**src/rtl/clb_pkg.sv**
```systemverilog
// Shared definitions for the parameterised CLB.
//   - clb_state_e : configuration FSM states
//   - OSEL_*      : slice output-mux selects
//   - SRMODE_*    : slice set/reset modes
//   - *_off/*_msb : per-slice config field positions for a given LUT_K
// Optional feature macro: CLB_READBACK_EN (adds the READBACK state).
package clb_pkg;

  typedef enum logic [2:0] {
    ST_IDLE     = 3'd0,
    ST_LOAD     = 3'd1,
    ST_RUN      = 3'd2,
    ST_RELOAD   = 3'd3
`ifdef CLB_READBACK_EN
    , ST_READBACK = 3'd4
`endif
  } clb_state_e;

  localparam logic [1:0] OSEL_LUT  = 2'b00;  // O = own LUT
  localparam logic [1:0] OSEL_FF   = 2'b01;  // O = own flop
  localparam logic [1:0] OSEL_NBR  = 2'b10;  // O = next slice's LUT
  localparam logic [1:0] OSEL_ZERO = 2'b11;

  localparam logic [1:0] SRMODE_NONE = 2'b00;
  localparam logic [1:0] SRMODE_SET  = 2'b01;
  localparam logic [1:0] SRMODE_RST  = 2'b10;
  localparam logic [1:0] SRMODE_IGN  = 2'b11;

  // Slice layout: {CE_EN, INIT, SRMODE[1:0], OSEL[1:0], LUT[2^K-1:0]}
  function automatic int lut_msb(input int k);    return (1 << k) - 1; endfunction
  function automatic int osel_off(input int k);   return (1 << k);     endfunction
  function automatic int srmode_off(input int k); return (1 << k) + 2; endfunction
  function automatic int init_off(input int k);   return (1 << k) + 4; endfunction
  function automatic int ce_en_off(input int k);  return (1 << k) + 5; endfunction
  function automatic int slice_bits(input int k); return (1 << k) + 6; endfunction

endpackage

```
**src/rtl/clb_slice.sv**
```systemverilog
// One CLB slice: 2^LUT_K LUT, storage flop, output mux.
// Ports:
//   gclk, grst_n : clock, async active-low reset
//   cfg          : this slice's active configuration word
//   init_new     : INIT bit of the configuration being committed
//   commit       : commit cycle; flop loads init_new regardless of SR/CE
//   run          : active configuration valid (cfg_done)
//   i, sr, ce    : LUT inputs, set/reset request, clock enable
//   l_nbr        : LUT output of the next slice (for OSEL=10)
//   l, o, q      : LUT output, slice output, flop output
module clb_slice
  import clb_pkg::*;
#(
  parameter int LUT_K = 4
) (
  input  logic                          gclk,
  input  logic                          grst_n,
  input  logic [slice_bits(LUT_K)-1:0]  cfg,
  input  logic                          init_new,
  input  logic                          commit,
  input  logic                          run,
  input  logic [LUT_K-1:0]              i,
  input  logic                          sr,
  input  logic                          ce,
  input  logic                          l_nbr,
  output logic                          l,
  output logic                          o,
  output logic                          q
);

  logic [lut_msb(LUT_K):0] lut;
  logic [1:0]              osel, srmode;
  logic                    ce_en;
  // Active INIT is only meaningful at commit time, where the incoming
  // value from the shadow register is used instead.
  logic                    unused_init;

  assign lut         = cfg[lut_msb(LUT_K):0];
  assign osel        = cfg[osel_off(LUT_K) +: 2];
  assign srmode      = cfg[srmode_off(LUT_K) +: 2];
  assign ce_en       = cfg[ce_en_off(LUT_K)];
  assign unused_init = cfg[init_off(LUT_K)];

  assign l = lut[i];

  always_comb begin
    o = 1'b0;
    if (run) begin
      case (osel)
        OSEL_LUT: o = l;
        OSEL_FF:  o = q;
        OSEL_NBR: o = l_nbr;
        default:  o = 1'b0;
      endcase
    end
  end

  // SR beats CE; modes 00/11 ignore SR.
  always_ff @(posedge gclk or negedge grst_n) begin
    if (!grst_n)                            q <= 1'b0;
    else if (commit)                        q <= init_new;
    else if (run) begin
      if (sr && srmode == SRMODE_SET)       q <= 1'b1;
      else if (sr && srmode == SRMODE_RST)  q <= 1'b0;
      else if (!ce_en || ce)                q <= l;
    end
  end

endmodule

```
**src/rtl/clb_param.sv**
```systemverilog
// Parameterised CLB: NUM_SLICE slices with run-time serial configuration
// through a double-buffered shadow/active register. CLBs daisy-chain via
// cfg_din -> cfg_dout.
// Ports:
//   K, RN      : clock, async active-low reset
//   I          : LUT inputs, slice s uses I[s*LUT_K +: LUT_K]
//   SR, CE     : per-slice set/reset request and clock enable
//   cfg_en     : shift enable; cfg_din serial in; cfg_dout = shadow MSB
//   cfg_rb     : (CLB_READBACK_EN only) copy active to shadow for readout
//   cfg_done   : active configuration valid
//   O, Q       : slice outputs, slice flop outputs
// Optional feature macro: CLB_READBACK_EN.
module clb_param
  import clb_pkg::*;
#(
  parameter int LUT_K     = 4,
  parameter int NUM_SLICE = 2
) (
  input  logic                         K,
  input  logic                         RN,
  input  logic [NUM_SLICE*LUT_K-1:0]   I,
  input  logic [NUM_SLICE-1:0]         SR,
  input  logic [NUM_SLICE-1:0]         CE,
  input  logic                         cfg_en,
  input  logic                         cfg_din,
`ifdef CLB_READBACK_EN
  input  logic                         cfg_rb,
`endif
  output logic                         cfg_dout,
  output logic                         cfg_done,
  output logic [NUM_SLICE-1:0]         O,
  output logic [NUM_SLICE-1:0]         Q
);

  localparam int SB    = slice_bits(LUT_K);
  localparam int CFG_W = NUM_SLICE * SB;
  localparam int CW    = $clog2(CFG_W + 1);

  logic [CFG_W-1:0]     shadow, active;
  logic [CW-1:0]        cnt;
  clb_state_e           state, state_nxt;
  logic                 commit;   // high during the single copy cycle
  logic                 last;
  logic                 rb_go;
  logic [NUM_SLICE-1:0] l;

  assign last = cfg_en && (cnt == CW'(CFG_W - 1));

`ifdef CLB_READBACK_EN
  assign rb_go    = cfg_rb && (state == ST_RUN);
  assign cfg_done = (state == ST_RUN) || (state == ST_RELOAD) ||
                    (state == ST_READBACK);
`else
  assign rb_go    = 1'b0;
  assign cfg_done = (state == ST_RUN) || (state == ST_RELOAD);
`endif

  assign cfg_dout = shadow[CFG_W-1];

  always_comb begin
    state_nxt = state;
    case (state)
      ST_IDLE:   if (cfg_en) state_nxt = ST_LOAD;
      // The state changes on the copy edge so cfg_done rises together
      // with the new active configuration.
      ST_LOAD,
      ST_RELOAD: if (commit) state_nxt = cfg_en ? ST_RELOAD : ST_RUN;
`ifdef CLB_READBACK_EN
      ST_RUN:    if (rb_go) state_nxt = ST_READBACK;
                 else if (cfg_en) state_nxt = ST_RELOAD;
      ST_READBACK: if (last) state_nxt = ST_RUN;
`else
      ST_RUN:    if (cfg_en) state_nxt = ST_RELOAD;
`endif
      default:   state_nxt = ST_IDLE;
    endcase
  end

  always_ff @(posedge K or negedge RN) begin
    if (!RN) begin
      shadow <= '0;
      active <= '0;
      cnt    <= '0;
      state  <= ST_IDLE;
      commit <= 1'b0;
    end else begin
      state  <= state_nxt;
      commit <= 1'b0;
      if (commit) active <= shadow;
      if (rb_go) begin
        shadow <= active;
        cnt    <= '0;
      end else if (cfg_en) begin
        shadow <= {shadow[CFG_W-2:0], cfg_din};
        // Final shift of a load arms the copy; a readback just ends.
        cnt    <= last ? '0 : cnt + CW'(1);
        commit <= last && (state == ST_LOAD || state == ST_RELOAD);
      end
    end
  end

  for (genvar s = 0; s < NUM_SLICE; s++) begin : g_slice
    clb_slice #(.LUT_K(LUT_K)) u_slice (
      .gclk     (K),
      .grst_n   (RN),
      .cfg      (active[s*SB +: SB]),
      .init_new (shadow[s*SB + init_off(LUT_K)]),
      .commit   (commit),
      .run      (cfg_done),
      .i        (I[s*LUT_K +: LUT_K]),
      .sr       (SR[s]),
      .ce       (CE[s]),
      .l_nbr    (l[(s + 1) % NUM_SLICE]),
      .l        (l[s]),
      .o        (O[s]),
      .q        (Q[s])
    );
  end

endmodule

```
**config.mk**
```make
export PLATFORM = sky130hd
export DESIGN_NAME = clb_param
export DESIGN_NICKNAME = d
export VERILOG_FILES = /design/src/rtl/clb_pkg.sv /design/src/rtl/clb_slice.sv /design/src/rtl/clb_param.sv
export SDC_FILE = /design/constraint.sdc
export NUM_CORES = 1
export LEC_CHECK = 0
export BUFFER_PORTS_ARGS = -buffer_cell sky130_fd_sc_hd__buf_2
export CAP_MARGIN = 20
export CORE_MARGIN = 3
export CORE_UTILIZATION = 25
export DETAILED_ROUTE_END_ITERATION = 6
export HOLD_SLACK_MARGIN = 0.1
export PLACE_DENSITY = 0.47
export SYNTH_ARGS = -nofsm -noshare
export SYNTH_HDL_FRONTEND = slang
export SYNTH_SLANG_ARGS = --single-unit
```
**constraint.sdc**
```tcl
create_clock -name K -period 5.2 [get_ports K]
set_clock_uncertainty 0.15 [all_clocks]
set_input_delay 0.78 -clock K [delete_from_list [all_inputs] [get_ports K]]
set_output_delay 0.78 -clock K [all_outputs]
set_load 0.05 [all_outputs]
```
==> impl_metrics.py <==
metrics = {
    "outcome": {
        "status": "finished clean",
    },
    "setup_path": {
        "start_kind": "input port",
        "crit_buf_inv": 2,
        "crit_top_cell": "buf_2",
        "path_cells": "buf_2, mux4_1, mux4_2, nand3b_1, a31oi_1, buf_2",
        "r2r-start": "commit",
        "crit_path_top_delay_cell": "mux4_2",
        "critPathKind": "in -> out",
        "arrival_ns": 2.48,
        "required_ns": 4.27,
        "cp_top_family": "multiplexers",
        "cp_max_fo": 4,
        "end_kind": "output port",
        "slowest_delay_ns": 0.56,
        "crit_start": "I[2]",
    },
    "yosys": {
        "synth_top_area_cell": "dfrtp_1",
        "avgSynthCellArea_um2": 14.7,
        "yosysWarnings": 0,
        "synth.distinct_cells": 38,
        "synth.most_common_cell": "dfrtp_1",
        "syn_nets": 297,
        "ys.flop_type": "dfrtp_1",
        "seq_area_frac_synth": 0.591,
        "ys_ff_latch": 97,
        "yosys.area.top_type_share": 0.591,
        "synth_area_um2": 4110,
        "synth_cells": 280,
        "yosys-top-cells-count": "dfrtp_1, mux2_2, nand2_1",
        "synth_area_leaders": "dfrtp_1, mux2_2, mux4_2",
        "async_reset_ff_frac": 1.00,
        "synth-edff-count": 0,
    },
    "timing": {
        "fmax_ghz": 0.293,
        "period_share": 0.656,
        "slew_violations": 0,
        "rsz0062_at_grt": "no",
        "hold_viol": 0,
        "min_period_ns": 3.41,
        "finalSetupViolations": 0,
        "setup_tns_ns": 0,
        "maxSlewHeadroom": 0.498,
        "tightest_slew_ns": 0.742,
    },
    "floorplan": {
        "ios": 22,
        "chipWidth_um": 134,
        "dieArea_um2": 18000,
        "initial_core_util": 0.257,
        "fp.dieH_um": 134,
        "core_um2": 16000,
        "num_rows": 46,
    },
    "placement": {
        "port_buffers": 21,
        "placed_area_um2": 4430,
        "hpwlAfterDp_mm": 4.89,
        "dp_cells": 502,
        "gp_congestion": 0.697,
    },
    "global_route": {
        "grt_usage": 0.0884,
        "antenna_found_initial": 2,
        "grt_max_degree": 55,
        "grt_pass1_vias": 2341,
        "grt_pass1_wl_mm": 12.6,
        "grt_remaining_overflow": 0,
    },
    "detailed_routing": {
        "drc": 0,
        "dr.pass1.iters": 4,
        "via_per_inst": 4.31,
        "postRouteAntennaNets": 0,
        "wl_per_cell_um": 14.2,
        "routed_wl_mm": 7.39,
        "num_vias": 2238,
        "drt_iter0_drc": 128,
    },
    "cells_and_area": {
        "nFillCells": 1642,
        "nets": 314,
        "drive_gt1_frac": 0.424,
        "stdcell_count": 519,
        "postLayoutCellArea_um2": 4750,
        "syn_to_final_growth_pct": 15.7,
    },
    "clock_tree": {
        "cts.htree.levels": 3,
        "clock-sinks": 97,
        "cts-root-buf": "clkbuf_16",
        "cts_resized": 0,
        "cts_tree": "done",
        "post_cts_buffers": 0,
        "ctsHoldBuffers": 0,
        "worst_skew_pair.late_latency_ns": 0.34,
        "numCtsBuffers": 9,
        "clkSlewWorstSetupHoldPaths_ns": 0.06,
        "cts_max_path_buffers": 2,
    },
    "power_and_ir_drop": {
        "p_total_mw": 2.04,
        "cellLeakagePower_nw": 2.18,
        "vdd_drop_max_uv": 169,
        "powerDensity_nw_per_um2": 429,
    },
    "hold_path": {
        "hold_path_class": "in -> async",
    },
    "run": {
        "max_cap_violations": 0,
    },
}
layout by cell type, fill, tap and decap left out, types with 2 or more instances in the layout:
master     netlist  layout
nand2b_1         2       2
clkbuf_1        14       2
a211oi_1         2       2
mux4_1           4       4
o21ai_0          5       5
mux4_2           5       5
nand4_1          2       2
nor2_1           4       4
clkbuf_16        0       9
and2_1           2       2
nand3b_1         3       3
buf_4            4       4
a21oi_1          2       2
dfrtp_1         97      96
bufinv_16        0       2
nor2b_1          4       4
buf_2            0      20
mux2_2          83      83
a22o_1           2       2
xor2_1           4       4
inv_1            6       6
nand2_1         16      16
metal layers:
metal  global-route usage  vias up  part of all wire
met5                    0        -            0.0018
met2                0.132       30              0.46
met3               0.0229       11             0.030
li1                     -     1046                 -
met1                0.120     1149              0.49
met4               0.0424        2             0.022
power by group:
| part | switching [mW] | internal [mW] | total (mW) |
|---|---|---|---|
| clock | 0.275 | 0.436 | 0.710 |
| sequential | 0.125 | 0.911 | 1.04 |
| combinational | 0.132 | 0.160 | 0.291 |
| total | 0.531 | 1.51 | 2.04 |
state kept, by name (all words and copies together), names as in the netlist:
register and flops:
shadow 44, cnt 6, commit 1, active 42
state 2, g_slice.u_slice.q 2
final timing paths:
kind	to	slack (ns)	cells past startpoint
max	O[1]	1.79	6
min	active[24]	0.32	1
max reg2reg	g_slice[0].u_slice.q	3.19	5
min reg2reg	active[21]	0.34	2
max in group asynchronous	shadow[41]	3.53	2
min in group K	active[21]	0.34	2
through the flow:
stage | hold WS [ns] | utilization | worst slack [ns]
finish | 0.321 | 0.297 | 1.79
global route | 0.377 | 0.297 | 1.69
CTS | 0.349 | 0.297 | 1.73
detailed placement | 0.334 | 0.277 | 1.74
global placement | 0.323 | 0.277 | 1.79
floorplan | 0.292 | - | 2.11
area by class of cell:
| type | count | area (um^2) | share of cell area |
|---|---|---|---|
| clock buffers | 12 | 246 | 0.0519 |
| well taps | 216 | 270 | 0.0569 |
| flip-flops and latches | 97 | 2430 | 0.511 |
| inverters | 6 | 22.5 | 0.00474 |
| multi-input cells | 159 | 1580 | 0.331 |
| diodes | 1 | 2.50 | 0.000527 |
| repair buffers | 24 | 130 | 0.0274 |
| clock inverters | 4 | 76.3 | 0.0161 |
kinds of logic after synthesis:
group,after synthesis,share of synthesized area
flip-flops,97,0.591
adder cells (fa/ha/maj),1,0.00305
AO/OA/AOI/OAI,24,0.0430
AND/OR/NAND/NOR,36,0.0439
multiplexers,93,0.283
buffers and inverters,24,0.0256
XOR/XNOR,5,0.0107
(Power assumes the default switching activity.)
